`src/rtl/fifo_flags_pkg.sv`:
```
// Shared constants for the flagged FIFO: default geometry and read-mode encodings.
// Latency: n/a (package only).
// Backpressure: n/a (package only).
package fifo_flags_pkg;

  localparam int FIFO_WORD_BITS = 8;
  localparam int FIFO_ADDR_BITS = 4;

  // Read-mode encodings for the FWFT parameter.
  localparam int FIFO_MODE_STD  = 0;
  localparam int FIFO_MODE_FWFT = 1;

  function automatic int fifo_depth(input int addr_bits);
    return 1 << addr_bits;
  endfunction

endpackage

```
`src/rtl/fifo_ram.sv`:
```
// Simple dual-port storage: one synchronous write port, one asynchronous read port.
// Latency: write lands on the clock edge; read data follows raddr_i combinationally.
// Backpressure: none; the owning FIFO gates we_i.
//
// Ports: clk_i clock; we_i/waddr_i/wdata_i write port; raddr_i/rdata_o read port.
// Contents are deliberately not reset.
module fifo_ram
  import fifo_flags_pkg::*;
#(
  parameter int WORD_BITS = FIFO_WORD_BITS,
  parameter int ADDR_BITS = FIFO_ADDR_BITS
) (
  input  logic                 clk_i,
  input  logic                 we_i,
  input  logic [ADDR_BITS-1:0] waddr_i,
  input  logic [WORD_BITS-1:0] wdata_i,
  input  logic [ADDR_BITS-1:0] raddr_i,
  output logic [WORD_BITS-1:0] rdata_o
);

  logic [WORD_BITS-1:0] mem_q [fifo_depth(ADDR_BITS)];

  always_ff @(posedge clk_i) begin
    if (we_i) begin
      mem_q[waddr_i] <= wdata_i;
    end
  end

  assign rdata_o = mem_q[raddr_i];

endmodule

```
`src/rtl/fifo_flags.sv`:
```
// Synchronous FIFO with occupancy count, almost-full/empty thresholds, sticky errors, flush, FWFT option.
// Latency: flags/count one cycle after the accepting edge; read data 1 cycle (STD) or head-visible (FWFT).
// Backpressure: writes refused while full, reads refused while empty; refused requests set sticky errors.
//
// Ports: clk_i, reset_i (async, active-high); write_i/wdata_i push; read_i pop (ack in FWFT);
// flush_i empties synchronously; clear_err_i clears overflow_o/underflow_o;
// rdata_o/rvalid_o read side; empty_o/full_o/almost_empty_o/almost_full_o/count_o status.
module fifo_flags
  import fifo_flags_pkg::*;
#(
  parameter int WORD_BITS     = FIFO_WORD_BITS,
  parameter int ADDR_BITS     = FIFO_ADDR_BITS,
  parameter int FWFT          = FIFO_MODE_STD,
  parameter int AFULL_THRESH  = fifo_depth(ADDR_BITS) - 2,
  parameter int AEMPTY_THRESH = 2
) (
  input  logic                 clk_i,
  input  logic                 reset_i,
  input  logic                 write_i,
  input  logic [WORD_BITS-1:0] wdata_i,
  input  logic                 read_i,
  input  logic                 flush_i,
  input  logic                 clear_err_i,
  output logic [WORD_BITS-1:0] rdata_o,
  output logic                 rvalid_o,
  output logic                 empty_o,
  output logic                 full_o,
  output logic                 almost_empty_o,
  output logic                 almost_full_o,
  output logic [ADDR_BITS:0]   count_o,
  output logic                 overflow_o,
  output logic                 underflow_o
);

  localparam int                DEPTH    = fifo_depth(ADDR_BITS);
  localparam logic [ADDR_BITS:0] DEPTH_C  = (ADDR_BITS+1)'(DEPTH);
  localparam logic [ADDR_BITS:0] AFULL_C  = (ADDR_BITS+1)'(AFULL_THRESH);
  localparam logic [ADDR_BITS:0] AEMPTY_C = (ADDR_BITS+1)'(AEMPTY_THRESH);

  logic [ADDR_BITS-1:0] wptr_q, wptr_d;
  logic [ADDR_BITS-1:0] rptr_q, rptr_d;
  logic [ADDR_BITS:0]   count_q, count_d;
  logic                 overflow_q, overflow_d;
  logic                 underflow_q, underflow_d;
  logic [WORD_BITS-1:0] rdata_q, rdata_d;
  logic                 rvalid_q, rvalid_d;

  logic                 empty, full;
  logic                 wr_acc, rd_acc;
  logic [WORD_BITS-1:0] ram_rdata;

  fifo_ram #(
    .WORD_BITS (WORD_BITS),
    .ADDR_BITS (ADDR_BITS)
  ) u_ram (
    .clk_i   (clk_i),
    .we_i    (wr_acc),
    .waddr_i (wptr_q),
    .wdata_i (wdata_i),
    .raddr_i (rptr_q),
    .rdata_o (ram_rdata)
  );

  always_comb begin
    empty = (count_q == '0);
    full  = (count_q == DEPTH_C);

    // Acceptance uses only the current flags, so full+read+write pops but
    // refuses the push, and empty+read+write pushes but refuses the pop.
    // A flush cancels both without flagging an error.
    wr_acc = write_i && !full  && !flush_i;
    rd_acc = read_i  && !empty && !flush_i;

    wptr_d   = wptr_q;
    rptr_d   = rptr_q;
    count_d  = count_q;
    rdata_d  = rdata_q;
    rvalid_d = rd_acc;

    if (flush_i) begin
      wptr_d  = '0;
      rptr_d  = '0;
      count_d = '0;
    end else begin
      if (wr_acc) wptr_d = wptr_q + ADDR_BITS'(1);
      if (rd_acc) begin
        rptr_d  = rptr_q + ADDR_BITS'(1);
        rdata_d = ram_rdata;
      end
      case ({wr_acc, rd_acc})
        2'b10:   count_d = count_q + (ADDR_BITS+1)'(1);
        2'b01:   count_d = count_q - (ADDR_BITS+1)'(1);
        default: count_d = count_q;
      endcase
    end

    // Set beats clear when both happen in one cycle.
    overflow_d  = (write_i && full  && !flush_i) || (overflow_q  && !clear_err_i);
    underflow_d = (read_i  && empty && !flush_i) || (underflow_q && !clear_err_i);
  end

  always_ff @(posedge clk_i or posedge reset_i) begin
    if (reset_i) begin
      wptr_q      <= '0;
      rptr_q      <= '0;
      count_q     <= '0;
      overflow_q  <= 1'b0;
      underflow_q <= 1'b0;
      rdata_q     <= '0;
      rvalid_q    <= 1'b0;
    end else begin
      wptr_q      <= wptr_d;
      rptr_q      <= rptr_d;
      count_q     <= count_d;
      overflow_q  <= overflow_d;
      underflow_q <= underflow_d;
      rdata_q     <= rdata_d;
      rvalid_q    <= rvalid_d;
    end
  end

  assign empty_o        = empty;
  assign full_o         = full;
  assign almost_full_o  = (count_q >= AFULL_C);
  assign almost_empty_o = (count_q <= AEMPTY_C);
  assign count_o        = count_q;
  assign overflow_o     = overflow_q;
  assign underflow_o    = underflow_q;

  // In FWFT mode the head word is shown straight from the RAM; it is masked
  // to zero while empty so stale (never-reset) memory is not exposed.
  assign rvalid_o = (FWFT == FIFO_MODE_FWFT) ? !empty : rvalid_q;
  assign rdata_o  = (FWFT == FIFO_MODE_FWFT) ? (empty ? '0 : ram_rdata) : rdata_q;

endmodule

```
`config.mk`:
```
export PLATFORM = sky130hd
export DESIGN_NAME = fifo_flags
export DESIGN_NICKNAME = d
export VERILOG_FILES = /design/src/rtl/fifo_flags_pkg.sv /design/src/rtl/fifo_ram.sv /design/src/rtl/fifo_flags.sv
export SDC_FILE = /design/constraint.sdc
export NUM_CORES = 1
export LEC_CHECK = 0
export CORE_MARGIN = 2
export CORE_UTILIZATION = 64
export CTS_CLUSTER_SIZE = 14
export DETAILED_ROUTE_END_ITERATION = 6
export PLACE_DENSITY = 0.84
export REMOVE_ABC_BUFFERS = 1
export SLEW_MARGIN = 20
export SYNTH_ARGS = -nofsm -noshare
export SYNTH_HDL_FRONTEND = slang
export SYNTH_SLANG_ARGS = --single-unit
```
`constraint.sdc`:
```
create_clock -name clk_i -period 4.9 [get_ports clk_i]
set_clock_uncertainty 0.05 [all_clocks]
set_input_delay 1.225 -clock clk_i [delete_from_list [all_inputs] [get_ports clk_i]]
set_output_delay 1.225 -clock clk_i [all_outputs]
set_load 0.01 [all_outputs]
```
==> flow_summary.html <==
<table>
<tr><th>Metric</th><th>Value</th></tr>
<tr><th colspan="2">STA</th></tr>
<tr><td>Max-slew headroom at the worst pin</td><td>27.50%</td></tr>
<tr><td>Crit path setup slack, layout</td><td>1.310 ns</td></tr>
<tr><td>Setup violation total in the final timing report</td><td>0</td></tr>
<tr><td>Number of max-slew violations in the final report</td><td>0</td></tr>
<tr><td>Setup TNS Final</td><td>0 ns</td></tr>
<tr><td>Clock period minus worst slack</td><td>about 3.6 ns</td></tr>
<tr><td>Fin crit share</td><td>73.27%</td></tr>
<tr><td>Setup repair after global routing missed its margin</td><td>false</td></tr>
<tr><td>Number of failing hold endpoints at the final stage</td><td>0</td></tr>
<tr><td>Actual slew at the worst max-slew pin</td><td>1.088 ns</td></tr>
<tr><td>Max Clk Rate</td><td>0.2785 GHz</td></tr>
<tr><th colspan="2">Die</th></tr>
<tr><td>DIE HEIGHT</td><td>102.4 um</td></tr>
<tr><td>Starting Density</td><td>66.44%</td></tr>
<tr><td>CORE AREA</td><td>9328 um^2</td></tr>
<tr><td>Number of cell rows</td><td>35</td></tr>
<tr><td>I/O pin total</td><td>34</td></tr>
<tr><td>Die area</td><td>10490 um^2</td></tr>
<tr><td>Die Width</td><td>~100 um</td></tr>
<tr><th colspan="2">Placed design</th></tr>
<tr><td>Placer's final routability congestion estimate</td><td>0.8428</td></tr>
<tr><td>Final HPWL from detailed placement</td><td>7325 um</td></tr>
<tr><td>Instance area after placement</td><td>about 6700 um^2</td></tr>
<tr><td>Worst slack after detailed placement</td><td>0.9790 ns</td></tr>
<tr><td>Quantity of I/O buffers inserted on ports</td><td>33</td></tr>
<tr><th colspan="2">Critical path</th></tr>
<tr><td>List of cells traversed by the critical path</td><td>or4_4 &gt; nor2_1 &gt; clkdlybuf4s50_1</td></tr>
<tr><td>Kind of cell adding the most delay to the critical path</td><td>simple AND/OR/NAND/NOR gates</td></tr>
<tr><td>Critical Path Slowest Stage Cell</td><td>or4_4</td></tr>
<tr><td>Endpoint required time on the critical path</td><td>3.62 ns</td></tr>
<tr><td>Reg-to-reg startpoint</td><td>count_o[1]$_DFFE_PP0P_</td></tr>
<tr><td>Total number of cells along the worst setup path</td><td>3</td></tr>
<tr><td>Kind of critical path</td><td>reg2out</td></tr>
<tr><td>FF-to-FF path depth</td><td>9</td></tr>
<tr><td>Critical path arrival</td><td>2.32 ns</td></tr>
<tr><td>Worst R2R Setup Slack</td><td>1.64 ns</td></tr>
<tr><td>Worst reg2reg endpoint</td><td>count_o[4]$_DFFE_PP0P_</td></tr>
<tr><td>Worst setup startpoint</td><td>count_o[1]$_DFFE_PP0P_</td></tr>
<tr><td>Highest cell delay on the worst timing path</td><td>0.60 ns</td></tr>
<tr><td>End point of the critical path</td><td>full_o</td></tr>
<tr><td>Kind of launch point of the worst setup path</td><td>register</td></tr>
<tr><td>Critical Path End Type</td><td>primary output</td></tr>
<tr><td>Peak fanout along the critical path</td><td>10</td></tr>
<tr><td>Buf/Inv on CP</td><td>1</td></tr>
<tr><th colspan="2">Final layout</th></tr>
<tr><td>Number of fill cells in the layout</td><td>494</td></tr>
<tr><td>Multi-input logic area</td><td>1632 um^2</td></tr>
<tr><td>Proportion of layout cells with a drive suffix above 1</td><td>18.95%</td></tr>
<tr><td>Final antenna diode count</td><td>0</td></tr>
<tr><td>Growth of design area from synthesis to finish</td><td>16.49%</td></tr>
<tr><td>Final Net Count</td><td>410</td></tr>
<tr><td>Summed area of non-filler cells in the final layout</td><td>7219 um^2</td></tr>
<tr><td>Final design utilization</td><td>77.40%</td></tr>
<tr><td>Area taken by flip-flops and latches</td><td>around 4400 um^2</td></tr>
<tr><th colspan="2">Yosys</th></tr>
<tr><td>Asr flop ratio synth</td><td>between 10% and 20%</td></tr>
<tr><td>Synthesized netlist cell count</td><td>349</td></tr>
<tr><td>Seq/Total Area, Yosys</td><td>71.71%</td></tr>
<tr><td>Synth warn</td><td>0</td></tr>
<tr><td>Cell area after technology mapping</td><td>about 6200 um^2</td></tr>
<tr><td>Post-synthesis average cell area</td><td>17.76 um^2</td></tr>
<tr><td>EDFF count, synth</td><td>128</td></tr>
<tr><td>Most used flip-flop cell after synthesis</td><td>edfxtp_1</td></tr>
<tr><td>Top-area cell type share of the netlist area</td><td>62.02%</td></tr>
<tr><td>Top post-synthesis cells by area</td><td>edfxtp_1 62%, mux4_2 12%, dfrtp_1 9.7%, mux2i_1 2.7%, nor2_1 2.1%</td></tr>
<tr><td>Top cell type by total area after synthesis</td><td>edfxtp_1</td></tr>
<tr><td>Yosys cell types</td><td>41</td></tr>
<tr><td>Number of storage elements in the synthesis netlist</td><td>152</td></tr>
<tr><th colspan="2">Detailed routing</th></tr>
<tr><td>Via count</td><td>3368</td></tr>
<tr><td>Post-route DRC</td><td>0</td></tr>
<tr><td>1st-pass router iterations</td><td>5</td></tr>
<tr><td>Post-detailed-route count of antenna-violating nets</td><td>0</td></tr>
<tr><td>Number of vias per cell</td><td>6.355</td></tr>
<tr><td>Aggregate routed wire length</td><td>approximately 13000 um</td></tr>
<tr><td>Initial drt markers</td><td>roughly 240</td></tr>
<tr><td>Routed length per placed instance</td><td>24.60 um</td></tr>
<tr><th colspan="2">Clock network</th></tr>
<tr><td>Cts repair resizes</td><td>0</td></tr>
<tr><td>Hold buffers post-CTS</td><td>0</td></tr>
<tr><td>Number of buffers between clock root and the deepest sink</td><td>2</td></tr>
<tr><td>CTS clk-pin slew, worst paths</td><td>0.06 ns</td></tr>
<tr><td>Buffers inserted during post-CTS setup optimization</td><td>0</td></tr>
<tr><td>CTS sink cnt</td><td>152</td></tr>
<tr><td>Root Buffer</td><td>clkbuf_8</td></tr>
<tr><td>Insertion delay of the later-clocked pin in the worst-skew pair</td><td>0.52 ns</td></tr>
<tr><td>Inserted Clock Buffers</td><td>17</td></tr>
<tr><td>Max H-tree Level</td><td>4</td></tr>
<tr><td>Clock tree from TritonCTS</td><td>done</td></tr>
<tr><th colspan="2">Status</th></tr>
<tr><td>Outcome</td><td>complete, no violations</td></tr>
<tr><th colspan="2">Global route</th></tr>
<tr><td>GRT Overall Usage</td><td>27.61%</td></tr>
<tr><td>Overall overflow remaining after global route</td><td>0</td></tr>
<tr><td>Largest net degree at the start of global routing</td><td>35</td></tr>
<tr><td>Initial antenna violation count</td><td>0</td></tr>
<tr><td>Wire length of the first global-routing pass</td><td>around 20000 um</td></tr>
<tr><td>Vias in the first global route</td><td>3446</td></tr>
<tr><th colspan="2">Job</th></tr>
<tr><td>Maximum capacitance violations</td><td>0</td></tr>
<tr><th colspan="2">Power</th></tr>
<tr><td>Fraction of power spent switching nets</td><td>a little over a quarter</td></tr>
<tr><td>Share of total power in combinational logic</td><td>19.9%</td></tr>
<tr><td>Pwr/cell area</td><td>489.3 nW/um^2</td></tr>
<tr><td>Internal power summed over all cells</td><td>between 2 and 3 mW</td></tr>
<tr><td>Fraction of power consumed by the clock network</td><td>35.0%</td></tr>
<tr><td>Switching Power</td><td>951.0 uW</td></tr>
<tr><td>Reg power frac</td><td>45.1%</td></tr>
<tr><td>Worst ir drop on vdd</td><td>0.3222 mV</td></tr>
<tr><td>Static leakage</td><td>approximately 2.4 nW</td></tr>
<tr><th colspan="2">Min path</th></tr>
<tr><td>Class of the tightest hold or removal check</td><td>reg2reg</td></tr>
</table>
-- cell usage after synthesis, drive strengths merged (8+ instances only) --
master / number
dfrtp: 24
edfxtp: 128
mux2i: 17
a221oi: 8
inv: 9
nor2: 34
clkbuf: 12
mux4: 32
nand2: 14
-- registers in the layout, summed over array words and instances (netlist names) --
signal,count
underflow_o,1
wptr_q,4
rdata_o,8
overflow_o,1
rvalid_o,1
count_o,5
rptr_q,4
u_ram.mem_q,128
-- layout by cell type, fill, tap and decap left out, types with 2 or more instances in the layout --
| cell type | count |
|---|---|
| edfxtp_1 | 128 |
| dfrtp_1 | 22 |
| a21oi_1 | 2 |
| clkbuf_16 | 16 |
| nand2_1 | 14 |
| clkinvlp_4 | 3 |
| dfrtp_2 | 2 |
| a21o_1 | 2 |
| clkinv_4 | 2 |
| ha_1 | 7 |
| and2_1 | 2 |
| nand3_1 | 4 |
| inv_6 | 4 |
| nor3_1 | 7 |
| mux4_2 | 32 |
| bufinv_16 | 2 |
| inv_1 | 9 |
| and3_1 | 2 |
| nor2b_1 | 2 |
| o21ai_0 | 5 |
| nor2_1 | 34 |
| clkinv_2 | 2 |
| xor2_1 | 7 |
| nand2b_1 | 5 |
| buf_4 | 7 |
| clkdlybuf4s50_1 | 33 |
| or4_4 | 2 |
| xnor2_1 | 2 |
| mux2i_1 | 17 |
| a221oi_1 | 8 |
-- metal layers --
metal	routed length (um)	global-route usage [%]	vias up	part of all wire, %
met5	0	0	-	0
met4	222	9.436	0	1.7
met3	1011	8.892	25	7.8
met2	6912	45.90	185	53
met1	4892	34.80	1713	38
li1	-	-	1445	-
-- power by group through the flow --
stage | clock (mW) | combinational, mW | sequential [mW]
after detailed placement | 0 | 0.691 | 1.62
after global placement | 0 | 0.668 | 1.61
after CTS | 1.25 | 0.707 | 1.59
after global routing | 1.30 | 0.764 | 1.61
after floorplan | 0 | 0.361 | 1.64
final | 1.24 | 0.704 | 1.59
-- per-stage QoR --
stage | instances | hold slack, ns | total power, mW
2_1_floorplan | 330 | 0.4873 | 1.996
3_3_place_gp | 499 | 0.4704 | 2.280
3_5_place_dp | 499 | 0.4749 | 2.307
4_1_cts | 530 | 0.4853 | 3.548
5_1_grt | 530 | 0.5110 | 3.670
6_report | 530 | 0.4814 | 3.533
-- cells by family after synthesis --
group	count (synthesis)	share of synthesized area (%)
DFF	152	71.71
muxes	49	14.38
and+or+nand+nor	77	5.815
xor gates and xnor gates	9	1.272
AOI/OAI and AO/OA	27	3.453
adders and majority gates	7	1.413
buffers and inverters	28	1.958
-- layout make-up --
type                            count  share of cell area, %
Clock buffer                       18                  5.789
Clock inverter                     13                  2.010
Inverter                            9                 0.4679
Multi-Input combinational cell    169                  22.60
Sequential cell                   152                  61.59
Tap cell                          129                  2.236
Timing Repair Buffer               40                  5.303
-- worst min-delay path by stage --
stage                               start                     to  slack [ns]  depth (start not counted)
floorplan           rptr_q[1]$_DFFE_PP0P_  rptr_q[1]$_DFFE_PP0P_        0.49                          2
global placement     overflow_o$_DFF_PP0_   overflow_o$_DFF_PP0_        0.47                          2
detailed placement  underflow_o$_DFF_PP0_  underflow_o$_DFF_PP0_        0.47                          2
CTS                 underflow_o$_DFF_PP0_  underflow_o$_DFF_PP0_        0.49                          2
global route         overflow_o$_DFF_PP0_   overflow_o$_DFF_PP0_        0.51                          2
finish              underflow_o$_DFF_PP0_  underflow_o$_DFF_PP0_        0.48                          2
-- worst register-to-register path: stages, from the launching register on --
cell	delay [ns]
dfrtp_1	0.49
or4_4	0.60
o21a_1	0.33
nand2b_1	0.23
xnor2_1	0.13
ha_1	0.24
o31a_1	0.27
nor4_1	0.36
nor2_1	0.09
o311ai_0	0.35
Power figures use the tool's default switching activity.
